File: src/rtl/ldw_pkg.sv
// Shared definitions for the ldw ALU: op codes and the op[1:0] class decode.
package ldw_pkg;

   localparam logic [3:0] ALU_ADD = 4'b0000;
   localparam logic [3:0] ALU_SUB = 4'b0100;
   localparam logic [3:0] ALU_AND = 4'b0001;
   localparam logic [3:0] ALU_OR  = 4'b0101;
   localparam logic [3:0] ALU_XOR = 4'b0010;
   localparam logic [3:0] ALU_LUI = 4'b0110;
   localparam logic [3:0] ALU_SLL = 4'b0011;
   localparam logic [3:0] ALU_SRL = 4'b0111;
   localparam logic [3:0] ALU_SRA = 4'b1111;

   // Operation class selected by op[1:0]; op[2] picks the variant within a class.
   typedef enum logic [1:0] {
      CLS_ARITH = 2'b00,  // ADD / SUB
      CLS_LOGIC = 2'b01,  // AND / OR
      CLS_XLUI  = 2'b10,  // XOR / LUI
      CLS_SHIFT = 2'b11   // SLL / SRL / SRA
   } alu_cls_e;

   function automatic alu_cls_e op_class(input logic [1:0] op_lo);
      return alu_cls_e'(op_lo);
   endfunction

endpackage

File: src/rtl/ldw_alu_shifter.sv
// Combinational barrel shifter: SLL, SRL and SRA of b by a 5-bit amount.
// sel is op[3:2]: 01 -> SRL, 11 -> SRA, 00/10 -> SLL.
module ldw_alu_shifter
   import ldw_pkg::*;
#(
   parameter int WIDTH = 32
) (
   input  logic [WIDTH-1:0] b,
   input  logic [4:0]       shamt,
   input  logic [1:0]       sel,
   output logic [WIDTH-1:0] y
);

   // Select the shift direction and fill from op[3:2].
   always_comb begin
      y = b << shamt;
      unique case (sel)
         2'b01:   y = b >> shamt;
         2'b11:   y = WIDTH'($signed(b) >>> shamt);
         default: y = b << shamt;
      endcase
   end

endmodule

File: src/rtl/ldw_alu.sv
// 32-bit ALU for the EXE stage: shared add/sub adder, logic ops, LUI and
// shifts, with the result, zero and overflow flags registered together.
module ldw_alu
   import ldw_pkg::*;
#(
   parameter int WIDTH = 32
) (
   input  logic             clk,
   input  logic             rst,
   input  logic [WIDTH-1:0] a,
   input  logic [WIDTH-1:0] b,
   input  logic [3:0]       op,
   output logic [WIDTH-1:0] r,
   output logic             z,
   output logic             v
);

   logic [WIDTH-1:0] r_d, r_q;
   logic             z_d, z_q;
   logic             v_d, v_q;

   logic             sub;
   logic [WIDTH-1:0] b_eff;
   logic [WIDTH-1:0] sum;
   logic             ovf;
   logic [WIDTH-1:0] shift_y;
   alu_cls_e         cls;

   ldw_alu_shifter #(
      .WIDTH (WIDTH)
   ) u_shifter (
      .b     (b),
      .shamt (a[4:0]),
      .sel   (op[3:2]),
      .y     (shift_y)
   );

   // Single adder: SUB inverts b and injects a carry-in of one.
   // Overflow reduces to one test on a and the effective b for both ops.
   always_comb begin
      sub   = op[2];
      b_eff = sub ? ~b : b;
      sum   = a + b_eff + {{(WIDTH-1){1'b0}}, sub};
      ovf   = (a[WIDTH-1] == b_eff[WIDTH-1]) && (sum[WIDTH-1] != a[WIDTH-1]);
   end

   // Result mux, zero flag and overflow gating; every op code is defined.
   always_comb begin
      cls = op_class(op[1:0]);
      r_d = '0;
      v_d = 1'b0;
      unique case (cls)
         CLS_ARITH: begin
            r_d = sum;
            v_d = ovf;
         end
         CLS_LOGIC: r_d = op[2] ? (a | b) : (a & b);
         CLS_XLUI:  r_d = op[2] ? {b[15:0], 16'h0000} : (a ^ b);
         CLS_SHIFT: r_d = shift_y;
         default:   r_d = '0;
      endcase
      z_d = (r_d == '0);
   end

   // Output registers; reset overrides the computed result.
   always_ff @(posedge clk) begin
      if (rst) begin
         r_q <= '0;
         z_q <= 1'b1;
         v_q <= 1'b0;
      end else begin
         r_q <= r_d;
         z_q <= z_d;
         v_q <= v_d;
      end
   end

   assign r = r_q;
   assign z = z_q;
   assign v = v_q;

endmodule

File: config.mk
export PLATFORM = sky130hd
export DESIGN_NAME = ldw_alu
export DESIGN_NICKNAME = d
export VERILOG_FILES = /design/src/rtl/ldw_pkg.sv /design/src/rtl/ldw_alu_shifter.sv /design/src/rtl/ldw_alu.sv
export SDC_FILE = /design/constraint.sdc
export NUM_CORES = 1
export LEC_CHECK = 0
export ABC_AREA = 0
export CORE_MARGIN = 1
export CORE_UTILIZATION = 40
export DETAILED_ROUTE_END_ITERATION = 8
export PLACE_DENSITY = 0.61
export SYNTH_ARGS = -nofsm -noshare
export SYNTH_HDL_FRONTEND = slang
export SYNTH_HIERARCHICAL = 1
export SYNTH_SLANG_ARGS = --single-unit
File: constraint.sdc
create_clock -name clk -period 4.1 [get_ports clk]
set_input_delay 0.41 -clock clk [delete_from_list [all_inputs] [get_ports clk]]
set_output_delay 0.41 -clock clk [all_outputs]
set_load 0.02 [all_outputs]
==> results by stage <==
Power:
- The net switching power of the design is 1.27 mW.
- Summed over all cells, the static leakage comes to 6.08 nW.
- IR analysis of the VDD net gives a maximum drop of 0.211 mV.
- The internal power of the cells totals 1.54 mW.
- Dividing total power by cell area gives a power density of 208 mW/mm2.
- The combinational share of power is 0.727.
- The share of total power dissipated in the clock network is 0.140.
- The part of the power in registers is 0.134.
- The fraction of power spent switching nets is 0.452.

Finish:
- In the final layout, the multi-input gates occupy 0.00855 mm2.
- In the final layout, the share of cells above drive strength 1 is 0.267.
- The count of fill cells added during filler insertion is 2362.
- The register area is 681 um2.
- The final core utilization is 0.554.
- From synthesis to final layout, the design area changed by 35.2%.
- The total number of nets in the final design is 1753.

Min path:
- The worst hold path belongs to the class input pin to register.

Global route:
- The number of global-route vias before repair came to 11200.
- The number of antenna violations at the first check in global routing is 0.
- The total overflow reported by the global router is 0.
- The first global-routing pass estimated 66800 um of wire.
- Entering global routing, the biggest net connects 60 pins.
- In the global route stage, overall resource usage came out at 0.341.

Timing:
- The number of endpoints with negative hold slack in the final report was 0.
- The final setup violation count is 0.
- The time the worst path needs with I/O delays and setup is 4060 ps.
- Summed over all failing endpoints, the final setup total negative slack is 0 ps.
- Measured against its own limit, the worst slew margin works out to 0.518.
- The actual slew at the worst max-slew pin is 721 ps.
- The number of max-slew violations in the final report is 0.
- For this run, the top clock speed supported by timing is 246 MHz.
- The worst slack on hold paths is 881 ps.
- The ratio of final minimum period to clock period is 0.991.

Die:
- The initial utilization of the core area, before any placement, comes to 0.410.
- The floorplan has 57 rows.
- The die boundary width is 160 um.
- Pin placement for this block handled 104 I/O pins.
- The area of the core is 0.0244 mm2.
- The die covers 0.0256 mm2.
- Measured along the y axis, the die boundary spans 160 um.

CTS:
- The worst-case clock buffer depth is 2.
- TritonCTS built the clock tree.
- TritonCTS created 5 clock buffers.
- The clock transition at the register clock pins on the worst setup and hold paths after CTS is 50 ps.
- The clock root buffer master is clkbuf_16.
- CTS saw 34 sinks.
- The H-tree generated during clock tree synthesis spans 2 levels.

Synthesis:
- The share of synthesized area in the top cell type comes to 0.124.
- Of the synthesized area, sequential elements account for 0.0681.
- The net count after synthesis is 1453.
- In the synthesized netlist the dominant register cell turns out to be dfxtp_1.
- Counting instances in the post-synthesis netlist gives the leading cell types as 113 x nand2_1, 111 x nor2_1, 97 x ha_1.
- The cell accounting for the most synthesized area is mux4_2.
- Counting flops with an async set or reset pin after synthesis yields a share of 0.
- The synthesized instance count is 1285.
- Sorting the synthesized cells by area gives the leading types as mux4_2 12%, ha_1 12%, mux2i_1 7.1%.
- The flip-flop and latch count after synthesis is 34.
- The post-synthesis cell type count is 92.
- The dominant cell by count in the synthesized netlist is nand2_1.
- The total standard cell area after synthesis is 0.00999 mm2.
- Dividing the synthesized area by the synthesized cell count gives 7.78 um2.
- During synthesis, Yosys emitted a total of 6 warnings.
- The number of flops mapped to enable cells by yosys is 0.

Placed design:
- The detailed placer's ending HPWL is 37000 um.
- The weighted congestion reported at the end of routability-driven placement is 1.02.
- Input and output buffers added on the ports amount to 103.

Worst setup path:
- Of all nets on the critical path, the largest fanout is 4.
- The critical path in this run is classified as input pin to register.
- The startpoint kind of the worst setup timing path is an input pin.
- For the worst setup path, the data required time is 4300 ps.
- STA classifies the critical path endpoint as a register.
- The critical path data arrival time is 4270 ps.

Detailed routing:
- The detailed router finished its first iteration with 1090 violations.
- In the final routed layout, each cell accounts on average for 23.3 um.
- The count of nets left with antenna violations once routing finished came out at 0.
- The detailed-router iteration count before antenna repair is 6.
- The DRC violations left is 0.
- The routed layout has 11800 vias.
- The detail-routed via count per cell is 6.17.
- The post-detailed-routing wire length is 44400 um.

Status:
- The flow ran to the end, and the final reports show no timing, DRC or antenna violations.

Run:
- The max-cap check violation count is 0.
==> cell usage in the layout (no fill, tap or decap), types with 8 or more instances in the layout <==
| cell type | netlist | layout |
|---|---|---|
| nand2b_1 | 16 | 16 |
| ha_1 | 97 | 97 |
| o2111ai_1 | 11 | 11 |
| inv_1 | 88 | 88 |
| a32oi_1 | 8 | 8 |
| a221oi_1 | 13 | 12 |
| xor2_1 | 32 | 32 |
| a31oi_1 | 17 | 17 |
| dfxtp_1 | 34 | 34 |
| nor3_1 | 31 | 31 |
| a21o_1 | 15 | 15 |
| nor2b_1 | 10 | 10 |
| o211ai_1 | 25 | 25 |
| a21oi_1 | 76 | 75 |
| nand2_1 | 113 | 113 |
| o21ai_1 | 8 | 9 |
| clkdlybuf4s50_1 | 0 | 92 |
| nor2_1 | 111 | 110 |
| mux4_2 | 55 | 57 |
| and2_1 | 17 | 17 |
| buf_4 | 3 | 273 |
| nand3_1 | 17 | 17 |
| and3_1 | 14 | 14 |
| a22oi_1 | 20 | 19 |
| a211o_1 | 9 | 9 |
| o21ai_0 | 70 | 69 |
| nand4_1 | 10 | 10 |
| buf_12 | 1 | 15 |
| mux2i_1 | 71 | 70 |
| o22ai_1 | 11 | 11 |
| a211oi_1 | 29 | 26 |
| mux2_2 | 27 | 27 |
==> final timing paths <==
kind | end | slack [ps] | depth (start not counted) | start
worst max-delay path | z$_SDFF_PP1_ | 40 | 16 | b[27]
worst min-delay path | r[10]$_SDFF_PP0_ | 880 | 5 | op[2]
==> critical path: stages <==
cell and delay, ps:
clkdlybuf4s50_1 490, buf_4 180, mux2_2 270, or2_2 300
a22oi_2 210, o311ai_1 250, a22o_1 300, nand2_1 60
a21oi_1 70, o22ai_1 230, nor4bb_4 360, buf_4 150
nand4_1 180, nor4_2 380, o2111ai_1 170, o31ai_2 230
==> power groups by stage <==
stage	clock network [mW]	registers (mW)	logic (mW)
floorplan	0	0.428	1.03
global placement	0	0.381	1.96
detailed placement	0	0.382	1.98
CTS	0.401	0.375	1.98
global route	0.411	0.378	2.17
finish	0.392	0.375	2.04
==> cell families after synthesis <==
kind of cell	synth area share
AO/OA/AOI/OAI	0.268
XOR/XNOR	0.0324
adder cells (fa/ha/maj)	0.123
buffers and inverters	0.0836
flip-flops	0.0681
multiplexers	0.243
AND/OR/NAND/NOR	0.181
==> metal layers <==
layer,share of wire,global-route usage
met2,0.45,0.537
met1,0.42,0.458
met4,0.043,0.141
met3,0.087,0.0618
met5,0,0
==> metrics by stage <==
stage | instances | power (mW) | instance area (um2) | setup slack (ps)
3_3_place_gp | 1901 | 2.34 | 13300 | -222
2_1_floorplan | 1285 | 1.46 | 10000 | 105
5_1_grt | 1910 | 2.96 | 13500 | -79.4
4_1_cts | 1909 | 2.76 | 13400 | 32.9
3_5_place_dp | 1901 | 2.36 | 13300 | -256
6_report | 1911 | 2.81 | 13500 | 35.9
==> repair_timing <==
action | 4_1_cts | 5_1_grt
hold buffers | 0 | 0
endpoints found under the setup margin | 0 | 1
setup buffers | 0 | 1
resized for setup | 0 | 22
==> layout make-up <==
class	instances	area share
clock inverters	1	0.000370
repair buffers	392	0.251
well taps	324	0.0300
diodes	1	0.000185
clock buffers	7	0.0106
multi-input cells	1061	0.633
inverters	91	0.0253
flip-flops and latches	34	0.0504
==> sequential cells by signal (all words and copies together), names as in the netlist <==
signal / flops
r: 32
v: 1
z: 1
Power figures use the tool's default switching activity.
